`config.mk`:
```
export PLATFORM = sky130hd
export DESIGN_NAME = life_cell_serial
export DESIGN_NICKNAME = d
export VERILOG_FILES = /design/src/rtl/life_cell_serial.sv
export SDC_FILE = /design/constraint.sdc
export NUM_CORES = 1
export LEC_CHECK = 0
export CAP_MARGIN = 10
export CORE_AREA = 10 10 47 49
export DETAILED_ROUTE_END_ITERATION = 10
export DIE_AREA = 0 0 57 59
export DONT_BUFFER_PORTS = 1
export HOLD_SLACK_MARGIN = 0.08
export SLEW_MARGIN = 30
export SYNTH_ARGS = -nofsm -noshare
export SYNTH_HDL_FRONTEND = slang
export SYNTH_SLANG_ARGS = --single-unit
```
`constraint.sdc`:
```
create_clock -name clk -period 1.7 [get_ports clk]
set_input_delay 0.085 -clock clk [delete_from_list [all_inputs] [get_ports clk]]
set_output_delay 0.085 -clock clk [all_outputs]
set_load 0.02 [all_outputs]
```
`src/rtl/life_cell_serial.sv`:
```
// Serial Game-of-Life cell: eight neighbour bits arrive over valid/ready, are counted
// with three_bit_adder, then the life rule updates state_q. Define LIFE_HIGHLIFE_EN for B36/S23.

module three_bit_adder (
    input  logic [2:0] a,
    input  logic [2:0] b,
    output logic [2:0] sum,
    output logic       carry
);
    logic [3:0] c;

    // Plain ripple-carry chain; carry-out becomes bit 3 of the consumer's count.
    always_comb begin
        c[0] = 1'b0;
        sum  = '0;
        for (int i = 0; i < 3; i++) begin
            sum[i]   = a[i] ^ b[i] ^ c[i];
            c[i + 1] = (a[i] & b[i]) | (a[i] & c[i]) | (b[i] & c[i]);
        end
        carry = c[3];
    end
endmodule

module life_cell_serial #(
    parameter logic INIT_STATE = 1'b0
) (
    input  logic       clk,
    input  logic       rst,
    input  logic       load,
    input  logic       load_val,
    input  logic       start,
    input  logic       nb_valid,
    input  logic       nb_bit,
    output logic       nb_ready,
    output logic       state_q,
    output logic [3:0] count_q,
    output logic       busy,
    output logic       done
);
    typedef enum logic [1:0] {
        IDLE  = 2'd0,
        ACCUM = 2'd1,
        APPLY = 2'd2
    } fsm_t;

    fsm_t       fsm;
    fsm_t       fsm_next;
    logic [2:0] idx;
    logic [2:0] idx_next;
    logic [3:0] count_next;
    logic       state_next;
    logic       done_next;
    logic [2:0] add_sum;
    logic       add_carry;

    three_bit_adder u_adder (
        .a     (count_q[2:0]),
        .b     ({2'b00, nb_bit}),
        .sum   (add_sum),
        .carry (add_carry)
    );

    function automatic logic life_rule(input logic alive, input logic [3:0] n);
`ifdef LIFE_HIGHLIFE_EN
        return (n == 4'd3) | (alive & (n == 4'd2)) | (~alive & (n == 4'd6));
`else
        return (n == 4'd3) | (alive & (n == 4'd2));
`endif
    endfunction

    always_ff @(posedge clk or posedge rst) begin
        if (rst) begin
            fsm     <= IDLE;
            idx     <= '0;
            count_q <= '0;
            state_q <= INIT_STATE;
            done    <= 1'b0;
        end else begin
            fsm     <= fsm_next;
            idx     <= idx_next;
            count_q <= count_next;
            state_q <= state_next;
            done    <= done_next;
        end
    end

    // Count stays below 8 until the final bit, so bit 3 only ever comes from the adder carry.
    always_comb begin
        fsm_next   = fsm;
        idx_next   = idx;
        count_next = count_q;
        state_next = state_q;
        done_next  = 1'b0;
        case (fsm)
            IDLE: begin
                if (load) begin
                    state_next = load_val;
                end else if (start) begin
                    count_next = '0;
                    idx_next   = '0;
                    fsm_next   = ACCUM;
                end
            end
            ACCUM: begin
                if (nb_valid) begin
                    count_next = {add_carry, add_sum};
                    idx_next   = idx + 3'd1;
                    if (idx == 3'd7) begin
                        fsm_next = APPLY;
                    end
                end
            end
            APPLY: begin
                state_next = life_rule(state_q, count_q);
                done_next  = 1'b1;
                fsm_next   = IDLE;
            end
            default: begin
                fsm_next = IDLE;
            end
        endcase
    end

    assign nb_ready = (fsm == ACCUM);
    assign busy     = (fsm != IDLE);
endmodule

```
# Yosys cells after proc, flatten, opt, wreduce, memory -nomap -nowiden
# Cells that the tools add are included.
# word_totals
input_bits	7
register_bits	11
out_inout_bits	8
elab_cells	47
# classes
eq_ne	10
mux	16
reduce_logical	7
addsub	1
n_bitwise	8
# op_table
op	n
two-way mux 4 bit	3
two-way mux 3 bit	3
== test 4 x 2 -> 1 bit (second input constant)	2
two-way mux 2 bit	4
inequality test 2 bit (second input constant)	4
case mux 4 bit (2 select lines)	1
AND reduction 4 bit	2
case mux 3 bit (2 select lines)	1
nonzero test 2 bit	3
AND 1 bit	4
case mux 2 bit (2 select lines)	1
adder 3 x 1 -> 3 bit (second input constant)	1
== test 3 bit (second input constant)	1
bitwise XOR 1 bit	3
== test 2 x 1 -> 1 bit (second input constant)	1
== test 2 bit (second input constant)	1
logical NOT 2 bit	1
two-way mux 1 bit	2
inequality test 2 x 1 -> 1 bit (second input constant)	1
case mux 1 bit (2 select lines)	1
AND reduction 2 bit	1
OR 1 bit	1

# Longest topological paths before layout
# Gate-level depths: netlist (run 1).
# depth
depth_word	5
ltp_mapped	5
mapped_depth_nobuf	5

# Hierarchy
# From an unflattened synthesis (run 1), not the netlist that was laid out.
# hier_totals
cells_unflattened	49
hier_area_um2	580.6
# modules_own_cells
mod	n_inst	cells_each	seq_area_each_um2	area_per_inst_um2
life_cell_serial	1	41	275.3	509.2
three_bit_adder	1	8	0.0	71.3

# Least setup slack after synthesis (run 1)
# OpenSTA, ideal clock, no wires.
# synth_timing
path_kind	flip-flop to flip-flop
from	register count_q[0]
to	register count_q[2]
stages_incl_launch_ff	5
path_buffers	0
period_less_slack_ns	1.407
required_ns	1.579
setup_time_ns	0.121
slack_ns	0.293
arrival_time_ns	1.286
cell_sequence	dfrtp_1 > ha_1 > ha_1 > ha_1 > a22o_1
# synth_between
elab_chain_len	5
# synth_rtl
item	line	text
from (decl)	36	output logic [3:0] count_q,
from (signal assigned)	81	count_q <= count_next;
AND 1 bit (2 in series)	18	c[i + 1] = (a[i] & b[i]) | (a[i] & c[i]) | (b[i] & c[i]);
bitwise XOR 1 bit	17	sum[i] = a[i] ^ b[i] ^ c[i];
two-way mux 4 bit	105	if (nb_valid) begin
case mux 4 bit (2 select lines)	94	case (fsm)
# No other way between the ends. The select of a mux whose other input is x is not followed.
# A chain may end at the register's enable or synchronous reset.

# Worst setup path in the final report (run 1)
# layout_timing
from	register count_q[1]
to	register count_q[2]
# layout_between
elab_chain_len	4
# layout_rtl
item	line
AND 1 bit	18
bitwise XOR 1 bit	17
two-way mux 4 bit	105
case mux 4 bit (2 select lines)	94
# No other way between the ends. The select of a mux whose other input is x is not followed.

==> flow_summary_export.csv, run 1 <==
group,metric,value,unit
sta,final_hold_viol_count,0,
power,combinationalPowerShare,0.353,
sta,fmax,0.743,GHz
yosys,syn-cell-area,542,sq um
die,die_w,57,um
worst_setup_path,path_max_fanout,4,
clock_tree,clk_pin_slew,0.07,ns
yosys,synthCells,43,
cells_and_area,syn_to_final_growth,15.2,%
routing,drt-total-wl,1.18,mm
power,p_int,0.606,mW
routing,vias_per_cell,5.31,
global_routing,use_met1,0.0752,
worst_setup_path,endpoint_kind,"flip-flop",
placement,gp_routability_congestion,0.724,
placement,place_hpwl,926,um
yosys,synth-seq-cells,11,
sta,tightestPinTransition,0.424,ns
sta,finalCritPeriodShare,0.792,
worst_setup_path,path_cells,"ha_1 -> ha_1 -> a22o_1",
die,rows,14,
die,dieArea,0.00336,sq mm
routing,wire_per_inst,17.5,um
routing,drtAntennaViolNets,0,
global_routing,busiest_layer,"met2",
global_routing,antenna_found_initial,0,
yosys,ys_seq_area_frac,0.508,
clock_tree,cts.sinks,11,
sta,fin_crit,1.35,ns
routing,drt_iter0_markers,5,
die,ios,15,
yosys,yosysWarnings,0,
placement,portBuffers,0,
power,p_per_area,1590,mW/mm^2
sta,slew-limit-headroom,0.717,
clock_tree,insertion_delay,0.27,ns
yosys,synth_nets,55,
global_routing,grt_max_degree,12,
worst_setup_path,slowest_stage,"dfrtp_1",
worst_setup_path,arrival,1.50,ns
sta,setup_viol,0,
global_routing,grtUsageMet3,0.0279,
sta,finalMaxSlewViolations,0,
power,p_leak,0.307,nW
die,die_h,59,um
worst_setup_path,slowest_delay,0.50,ns
min_path,hp-class,"input pin to flip-flop",
worst_setup_path,critical_path_class,"flip-flop to flip-flop",
worst_setup_path,critical_path_buf_inv_count,0,
clock_tree,htree_levels,1,
clock_tree,postCtsSetupRepairBufs,0,
routing,firstDrtPassIters,4,
power,seqPwrFrac,0.466,
power,p_switching,0.388,mW
placement,dp_cells,59,
cells_and_area,final_nets,64,
clock_tree,cts_tree,"done",
cells_and_area,drive_above_1_share,0.255,
global_routing,grt_pass1_vias,373,
clock_tree,cts-root-buf,"clkbuf_4",
worst_setup_path,crit_top_cell,"ha_1",
global_routing,grt_remaining_overflow,0,
sta,rsz0062_at_grt,"no",
clock_tree,cts_buffers,3,
sta,fin_setup_tns,0,ns
power,p_sw_frac,0.390,
worst_setup_path,critPathLaunchType,"flip-flop",
routing,vias,356,
routing,route.detailed.drc,0,
flow_run,max_cap_viol_count,0,
sta,skew,0.000465,ns
cells_and_area,antenna_cells,0,
global_routing,met2_usage,0.115,
global_routing,track_usage,0.0701,
worst_setup_path,cp_top_family,"adder cells",
run_status,status,"finished clean",
die,initial_core_util,0.387,
yosys,syn_area_per_cell,12.6,sq um
clock_tree,clockBufferDepth,2,
cells_and_area,fin_cells,67,
worst_setup_path,crit_required,1.86,ns
global_routing,grt_pass1_wl,1.86,mm
die,coreArea,0.00140,sq mm
yosys,synth.distinct_cells,19,
power,vdd_drop_max,534,uV
power,p_clk_frac,0.180,
## per-stage QoR
step                setup slack [ns]  utilization  power [mW]  instance area [sq um]  hold slack [ns]
floorplan                      0.293            -       0.728                    542          -0.0626
global placement               0.397        0.398       0.782                    558          -0.0221
global route                   0.282        0.446        1.06                    624            0.121
detailed placement             0.359        0.398       0.822                    558         -0.00590
finish                         0.354        0.446       0.994                    624            0.113
CTS                            0.339        0.446        1.01                    624            0.130
## placed cells by master, fill, tap and decap left out, drive strengths merged
master	Yosys	final
a211oi	1	1
a21oi	2	2
a22o	6	6
and2	2	2
and2b	1	1
buf	1	1
clkbuf	0	4
dfrtp	11	11
dlygate4sd3	0	4
ha	5	5
inv	2	2
mux2	2	2
nand2	2	2
nor2	2	2
nor2b	1	1
nor3	1	1
nor3b	1	1
nor4b	1	1
o21bai	1	1
or2	1	1
## cells in the mapped netlist
master,n,area (sq um)
buf_6,1,11.3
and2b_2,1,8.76
nand2_1,2,7.51
ha_1,5,62.6
a22o_1,6,52.6
a211oi_1,1,7.51
dfrtp_1,11,275
nor3_1,1,5.00
nor4b_1,1,8.76
and2_4,1,8.76
a21oi_1,2,10.0
nor2_1,2,7.51
mux2_2,2,22.5
and2_2,1,7.51
nor3b_2,1,12.5
or2_2,1,6.26
nor2b_2,1,8.76
inv_1,2,7.51
o21bai_2,1,11.3
## repair_timing
item | 4_1_cts | 5_1_grt
setup endpoints to repair | 0 | 0
endpoints found under the hold margin | 14 | 0
resized for setup | 0 | 0
hold buffers | 4 | 0
## power groups by stage
stage / clock (mW) / combinational, mW / sequential (mW)
floorplan: 0 / 0.267 / 0.462
global placement: 0 / 0.323 / 0.459
detailed placement: 0 / 0.352 / 0.470
CTS: 0.181 / 0.361 / 0.466
global route: 0.193 / 0.388 / 0.476
finish: 0.179 / 0.351 / 0.463
## final timing paths
path	startpoint	to	slack [ns]	cells after the start
max in group asynchronous	rst	fsm[1]	1.16	2
min in group asynchronous	rst	idx[2]	0.25	2
hold reg to reg	idx[1]	idx[1]	0.51	1
setup / recovery	count_q[1]	count_q[2]	0.35	3
setup reg to reg	count_q[1]	count_q[2]	0.35	3
hold / removal	load_val	state_q	0.11	2
## registers in the layout, summed over array words and instances (netlist names)
register  count
idx           3
fsm           2
done          1
count_q       4
state_q       1
## area by class of cell
type                       count  area, sq um
fill                         138          777
sequential                    11          275
multi-input combinational     29          248
timing repair buffer           5         47.5
clock buffer                   4         26.3
tap                           16         20.0
inverter                       2         7.51
## routing by layer
layer  share of wire  up-vias
li1                -      172
met3           0.066        4
met4           0.019        0
met1            0.39      171
met5               0        -
met2            0.53        9
## cell families (layout without fill, tap and decap cells)
group,Yosys count,count (layout),synth area share
buffers and inverters,3,11,0.0346
DFF,11,11,0.508
AOI/OAI and AO/OA,10,10,0.150
and+or+nand+nor,12,12,0.150
muxes,2,2,0.0416
adders and majority gates,5,5,0.115
Note: power is estimated with default switching activity, not from simulation.
==> inputs of run 2 (changes only) <==
- ABC_AREA: default -> 1
- clock period: 1.7 -> 1.3 ns (I/O delays scaled with it)
==> flow_summary_export.csv, run 2 <==
group,metric,value,unit
placement,pre_cts_ws,0.0465,ns
min_path,hp-class,"input pin to flip-flop",
cells_and_area,final_common_cell,"nand2_1",
worst_setup_path,crit_required,1.50,ns
placement,dp_cells,84,
power,p_sw_frac,0.435,
yosys,synth-edff-count,0,
yosys,netlist_top_cells_count,"15 x nand2_1, 11 x dfrtp_1, 9 x nand3_1, 7 x inv_1, 7 x nand4_1",
sta,tightestPinTransition,0.426,ns
clock_tree,cts-root-buf,"clkbuf_4",
die,rows,14,
die,coreArea,0.00140,sq mm
yosys,yosysTopAreaCellShare,0.466,
worst_setup_path,endpoint_kind,"flip-flop",
worst_setup_path,cp_num_cells,5,
yosys,ys_seq_area_frac,0.466,
power,seqPwrFrac,0.444,
run_status,status,"finished clean",
worst_setup_path,cp_top_family,"adder cells",
yosys,syn-cell-area,591,sq um
clock_tree,cts.sinks,11,
routing,drt-total-wl,1.38,mm
yosys,synth.distinct_cells,15,
cells_and_area,drive_above_1_share,0.211,
sta,hold_slack,0.0838,ns
power,p_switching,0.627,mW
sta,setup_viol,0,
worst_setup_path,crit_top_cell,"ha_4",
flow_run,max_cap_viol_count,0,
cells_and_area,top_regs,"count_q: 4 flops, idx: 3 flops, fsm: 2 flops",
cells_and_area,antenna_cells,0,
clock_tree,cts_tree,"done",
yosys,synth-seq-cells,11,
min_path,holdPathStages,3,
die,die_h,59,um
placement,portBuffers,0,
worst_setup_path,arrival,1.45,ns
routing,vias,477,
yosys,yosysWarnings,0,
sta,finalCritPeriodShare,0.958,
worst_setup_path,critPathLaunchType,"flip-flop",
worst_setup_path,critical_path_class,"flip-flop to flip-flop",
cells_and_area,largest_reg_flops,4,
global_routing,grt_max_degree,12,
cells_and_area,final_nets,89,
cells_and_area,num-fill-cells,129,
yosys,ys_async_sr_fraction,1.00,
clock_tree,cts_buffers,3,
die,die_w,57,um
routing,drt_iter0_markers,17,
global_routing,grt_pass1_vias,548,
routing,drtAntennaViolNets,0,
worst_setup_path,path_max_fanout,2,
power,combinationalPowerShare,0.395,
worst_setup_path,slowest_delay,0.44,ns
sta,skew,0.000502,ns
yosys,yosys.area.top_type,"dfrtp_1",
sta,slew-limit-headroom,0.716,
power,p_clk_frac,0.161,
cells_and_area,syn_to_final_growth,20.8,%
yosys,synth_nets,79,
global_routing,antenna_found_initial,0,
sta,finalMaxSlewViolations,0,
yosys,syn_area_per_cell,8.81,sq um
routing,firstDrtPassIters,4,
power,vdd_drop_max,915,uV
power,finalPower,1.44,mW
cells_and_area,top_register,"count_q",
placement,place_hpwl,983,um
routing,wire_per_inst,15.0,um
sta,fmax,0.803,GHz
cells_and_area,fin_cells,92,
die,dieArea,0.00336,sq mm
yosys,ys.flop_type,"dfrtp_1",
clock_tree,insertion_delay,0.26,ns
sta,fin_setup_tns,0,ns
yosys,synth_area_leaders,"dfrtp_1 47%, ha_1 11%, nand2_1 9.5%, nand3_1 7.6%, nand4_1 7.4%",
yosys,synthCells,67,
routing,vias_per_cell,5.18,
clock_tree,htree_levels,1,
sta,fin_crit,1.25,ns
cells_and_area,final_cell_mix,"15 x nand2_1, 9 x nand3_1, 9 x dfrtp_1, 7 x inv_1, 7 x nand4_1",
worst_setup_path,path_cells,"ha_4 -> ha_2 -> ha_4 -> nand4_1 -> nand2_1",
sta,postLayoutSetupSlackWorst,0.0542,ns
yosys,synth.most_common_cell,"nand2_1",
power,p_int,0.815,mW
sta,final_hold_viol_count,0,
worst_setup_path,r2r_cells,5,
power,p_leak,0.376,nW
placement,gp_routability_congestion,0.758,
global_routing,grt_pass1_wl,2.36,mm
die,ios,15,
global_routing,grt_remaining_overflow,0,
power,p_per_area,2020,mW/mm^2
worst_setup_path,slowest_stage,"dfrtp_2",
routing,route.detailed.drc,0,
clock_tree,clk_pin_slew,0.07,ns
worst_setup_path,critical_path_buf_inv_count,0,
die,initial_core_util,0.421,
clock_tree,clockBufferDepth,2,
global_routing,track_usage,0.0855,
[run 2: cell count changes after synthesis, moves of 2 or more]
cell     delta
nand3_1     +9
a21oi_1     -2
nand4_1     +7
mux2_2      -2
a22o_1      -6
nand2_1    +13
inv_1       +5
nor2_1      +2
inv_2       +2
[run 2: worst paths after layout]
check,start,to,slack [ns]
setup / recovery,count_q[0],count_q[2],0.05
hold / removal,nb_bit,count_q[0],0.08
min in group asynchronous,rst,idx[2],0.23
max in group asynchronous,rst,fsm[0],0.75
setup reg to reg,count_q[0],count_q[2],0.05
hold reg to reg,idx[1],idx[1],0.52
[run 2: kinds of logic after synthesis]
group | Yosys count | synth area share
flops | 11 | 0.466
fa+ha+maj | 5 | 0.106
buf+inv | 11 | 0.0847
simple gates | 40 | 0.343
[run 2: layout make-up]
class	count	area, sq um	share of cell area
inverter	9	33.8	0.0474
tap	16	20.0	0.0281
sequential	11	278	0.389
multi-input combinational	45	293	0.411
clock buffer	4	26.3	0.0368
timing repair buffer	7	62.6	0.0877
[run 2: tightest hold or removal path: stages]
cell and delay (ns):
ha_4 0.10, nand4_1 0.07, nand2_1 0.07
[run 2: repair_timing]
item                                    CTS  global route
setup buffers                             0             0
pin swaps                                 0             2
endpoints found under the setup margin    1             1
hold buffers                              4             0
hold endpoints to repair                 21             0
resized for setup                         1             3
[run 2: power by group through the flow]
stage                     sequential, mW  clock, mW  combinational (mW)
after detailed placement           0.630          0               0.536
after global routing               0.657      0.249               0.676
final                              0.639      0.232               0.570
after floorplan                    0.600          0               0.425
after global placement             0.621          0               0.532
after CTS                          0.626      0.235               0.554
[run 2: stage by stage]
step	util	area (sq um)
5_1_grt	0.509	713
6_report	0.509	713
2_1_floorplan	-	594
4_1_cts	0.491	688
3_5_place_dp	0.443	621
3_3_place_gp	0.443	621
[run 2: per-layer routing]
metal / routed length [um] / track usage
met2: 674 / 0.140
met1: 581 / 0.0889
met5: 0 / 0
met3: 117 / 0.0429
met4: 10 / 0.0436
==> inputs of run 3 (changes only) <==
- ABC_AREA: 1 -> default
==> flow_summary_export.csv, run 3 (synthesis results as in run 1) <==
group,metric,value,unit
clock_tree,clk_pin_slew,0.07,ns
clock_tree,cts_buffers,3,
worst_setup_path,arrival,1.44,ns
die,rows,14,
sta,setup_viol,0,
cells_and_area,drive_above_1_share,0.389,
sta,postLayoutSetupSlackWorst,0.0156,ns
die,die_w,57,um
sta,rsz0062_at_grt,"yes",
sta,fin_crit,1.28,ns
die,ios,15,
placement,portBuffers,0,
power,finalPower,1.39,mW
die,dieArea,0.00336,sq mm
die,initial_core_util,0.387,
global_routing,grt_remaining_overflow,0,
power,p_per_area,2020,mW/mm^2
cells_and_area,top_regs,"count_q: 4 flops, idx: 3 flops, fsm: 2 flops",
power,vdd_drop_max,930,uV
placement,gp_routability_congestion,0.762,
cells_and_area,largest_reg_flops,4,
routing,firstDrtPassIters,4,
global_routing,track_usage,0.0707,
sta,final_hold_viol_count,0,
worst_setup_path,critical_path_class,"flip-flop to flip-flop",
routing,wire_per_inst,16.4,um
global_routing,grt_max_degree,12,
cells_and_area,final_common_cell,"dfrtp_1",
min_path,hp-class,"input pin to flip-flop",
cells_and_area,top_register,"count_q",
clock_tree,cts_tree,"done",
global_routing,grt_pass1_vias,392,
routing,route.detailed.drc,0,
placement,place_hpwl,890,um
clock_tree,insertion_delay,0.26,ns
routing,vias_per_cell,5.43,
worst_setup_path,endpoint_kind,"flip-flop",
sta,skew,0.000864,ns
routing,drt_iter0_markers,3,
cells_and_area,final_cell_mix,"9 x dfrtp_1, 6 x a22o_1, 4 x dlygate4sd3_1, 4 x buf_4",
power,p_leak,0.315,nW
run_status,status,"finished clean",
placement,pre_cts_ws,-0.00383,ns
routing,drtAntennaViolNets,0,
routing,vias,380,
die,die_h,59,um
sta,slew-limit-headroom,0.723,
sta,finalCritPeriodShare,0.988,
worst_setup_path,critPathLaunchType,"flip-flop",
routing,drt-total-wl,1.15,mm
sta,finalMaxSlewViolations,0,
clock_tree,clockBufferDepth,2,
sta,fmax,0.779,GHz
clock_tree,cts-root-buf,"clkbuf_4",
global_routing,grt_pass1_wl,1.88,mm
flow_run,max_cap_viol_count,0,
cells_and_area,antenna_cells,0,
cells_and_area,syn_to_final_growth,26.8,%
worst_setup_path,crit_required,1.45,ns
cells_and_area,final_nets,67,
worst_setup_path,path_max_fanout,2,
clock_tree,cts.sinks,11,
die,coreArea,0.00140,sq mm
sta,tightestPinTransition,0.415,ns
global_routing,antenna_found_initial,0,
clock_tree,htree_levels,1,
-- run 3: cell count changes in the layout (fill, tap and decap cells not counted), moves of 2 or more --
cell     change
a21oi_1      +2
a22o_1       +6
inv_1        -5
inv_2        -2
mux2_2       +2
nand2_1     -13
nand3_1      -9
nand4_1      -7
nor2_1       -2
-- run 3: layer usage --
metal | GRT usage | up-vias | share of wire
met5 | 0 | - | 0
met4 | 0.0403 | 0 | 0
met3 | 0.0408 | 0 | 0.096
met2 | 0.112 | 12 | 0.49
met1 | 0.0720 | 186 | 0.42
li1 | - | 182 | -
-- run 3: cell type report --
type | count | area (sq um)
clock buffer | 4 | 26.3
fill | 141 | 714
inverter | 2 | 7.51
multi-input combinational | 29 | 285
sequential | 11 | 278
tap | 16 | 20.0
timing repair buffer | 8 | 70.1
-- run 3: worst max-delay path: stages, from the launching register on --
cell	delay, ns
dfrtp_2	0.43
ha_4	0.17
ha_4	0.16
ha_4	0.22
a22o_1	0.21
-- run 3: metrics by stage --
| step | instances | setup TNS, ns | instance area (sq um) | utilization | hold slack [ns] |
|---|---|---|---|---|---|
| after floorplan | 43 | -0.0375 | 581 | - | -0.0826 |
| after global placement | 62 | 0 | 619 | 0.442 | -0.0368 |
| after detailed placement | 62 | -0.00383 | 619 | 0.442 | -0.0277 |
| after CTS | 70 | 0 | 686 | 0.489 | 0.132 |
| after global routing | 70 | -0.00205 | 687 | 0.490 | 0.0980 |
| final | 70 | 0 | 687 | 0.490 | 0.109 |
-- run 3: what timing repair did --
action / 4_1_cts / 5_1_grt
hold endpoints to repair: 14 / 0
resized for setup: 0 / 1
endpoints found under the setup margin: 1 / 2
hold buffers: 4 / 0
pin swaps: 2 / 1
buffers inserted: 0 / 0
-- run 3: worst paths after layout --
path / startpoint / to / slack, ns / cells after the start
setup / recovery: count_q[0] / count_q[2] / 0.02 / 4
hold / removal: load_val / state_q / 0.11 / 2
hold reg to reg: idx[1] / idx[1] / 0.51 / 1
max in group asynchronous: rst / count_q[0] / 0.76 / 2
setup reg to reg: count_q[0] / count_q[2] / 0.02 / 4
min in group asynchronous: rst / idx[2] / 0.23 / 2
-- run 3: where the power goes --
group	leakage (nW)	switching, mW	internal [mW]	total, mW
clock	0.0150	0.114	0.119	0.232
sequential	0.137	0.132	0.459	0.591
combinational	0.163	0.281	0.282	0.563
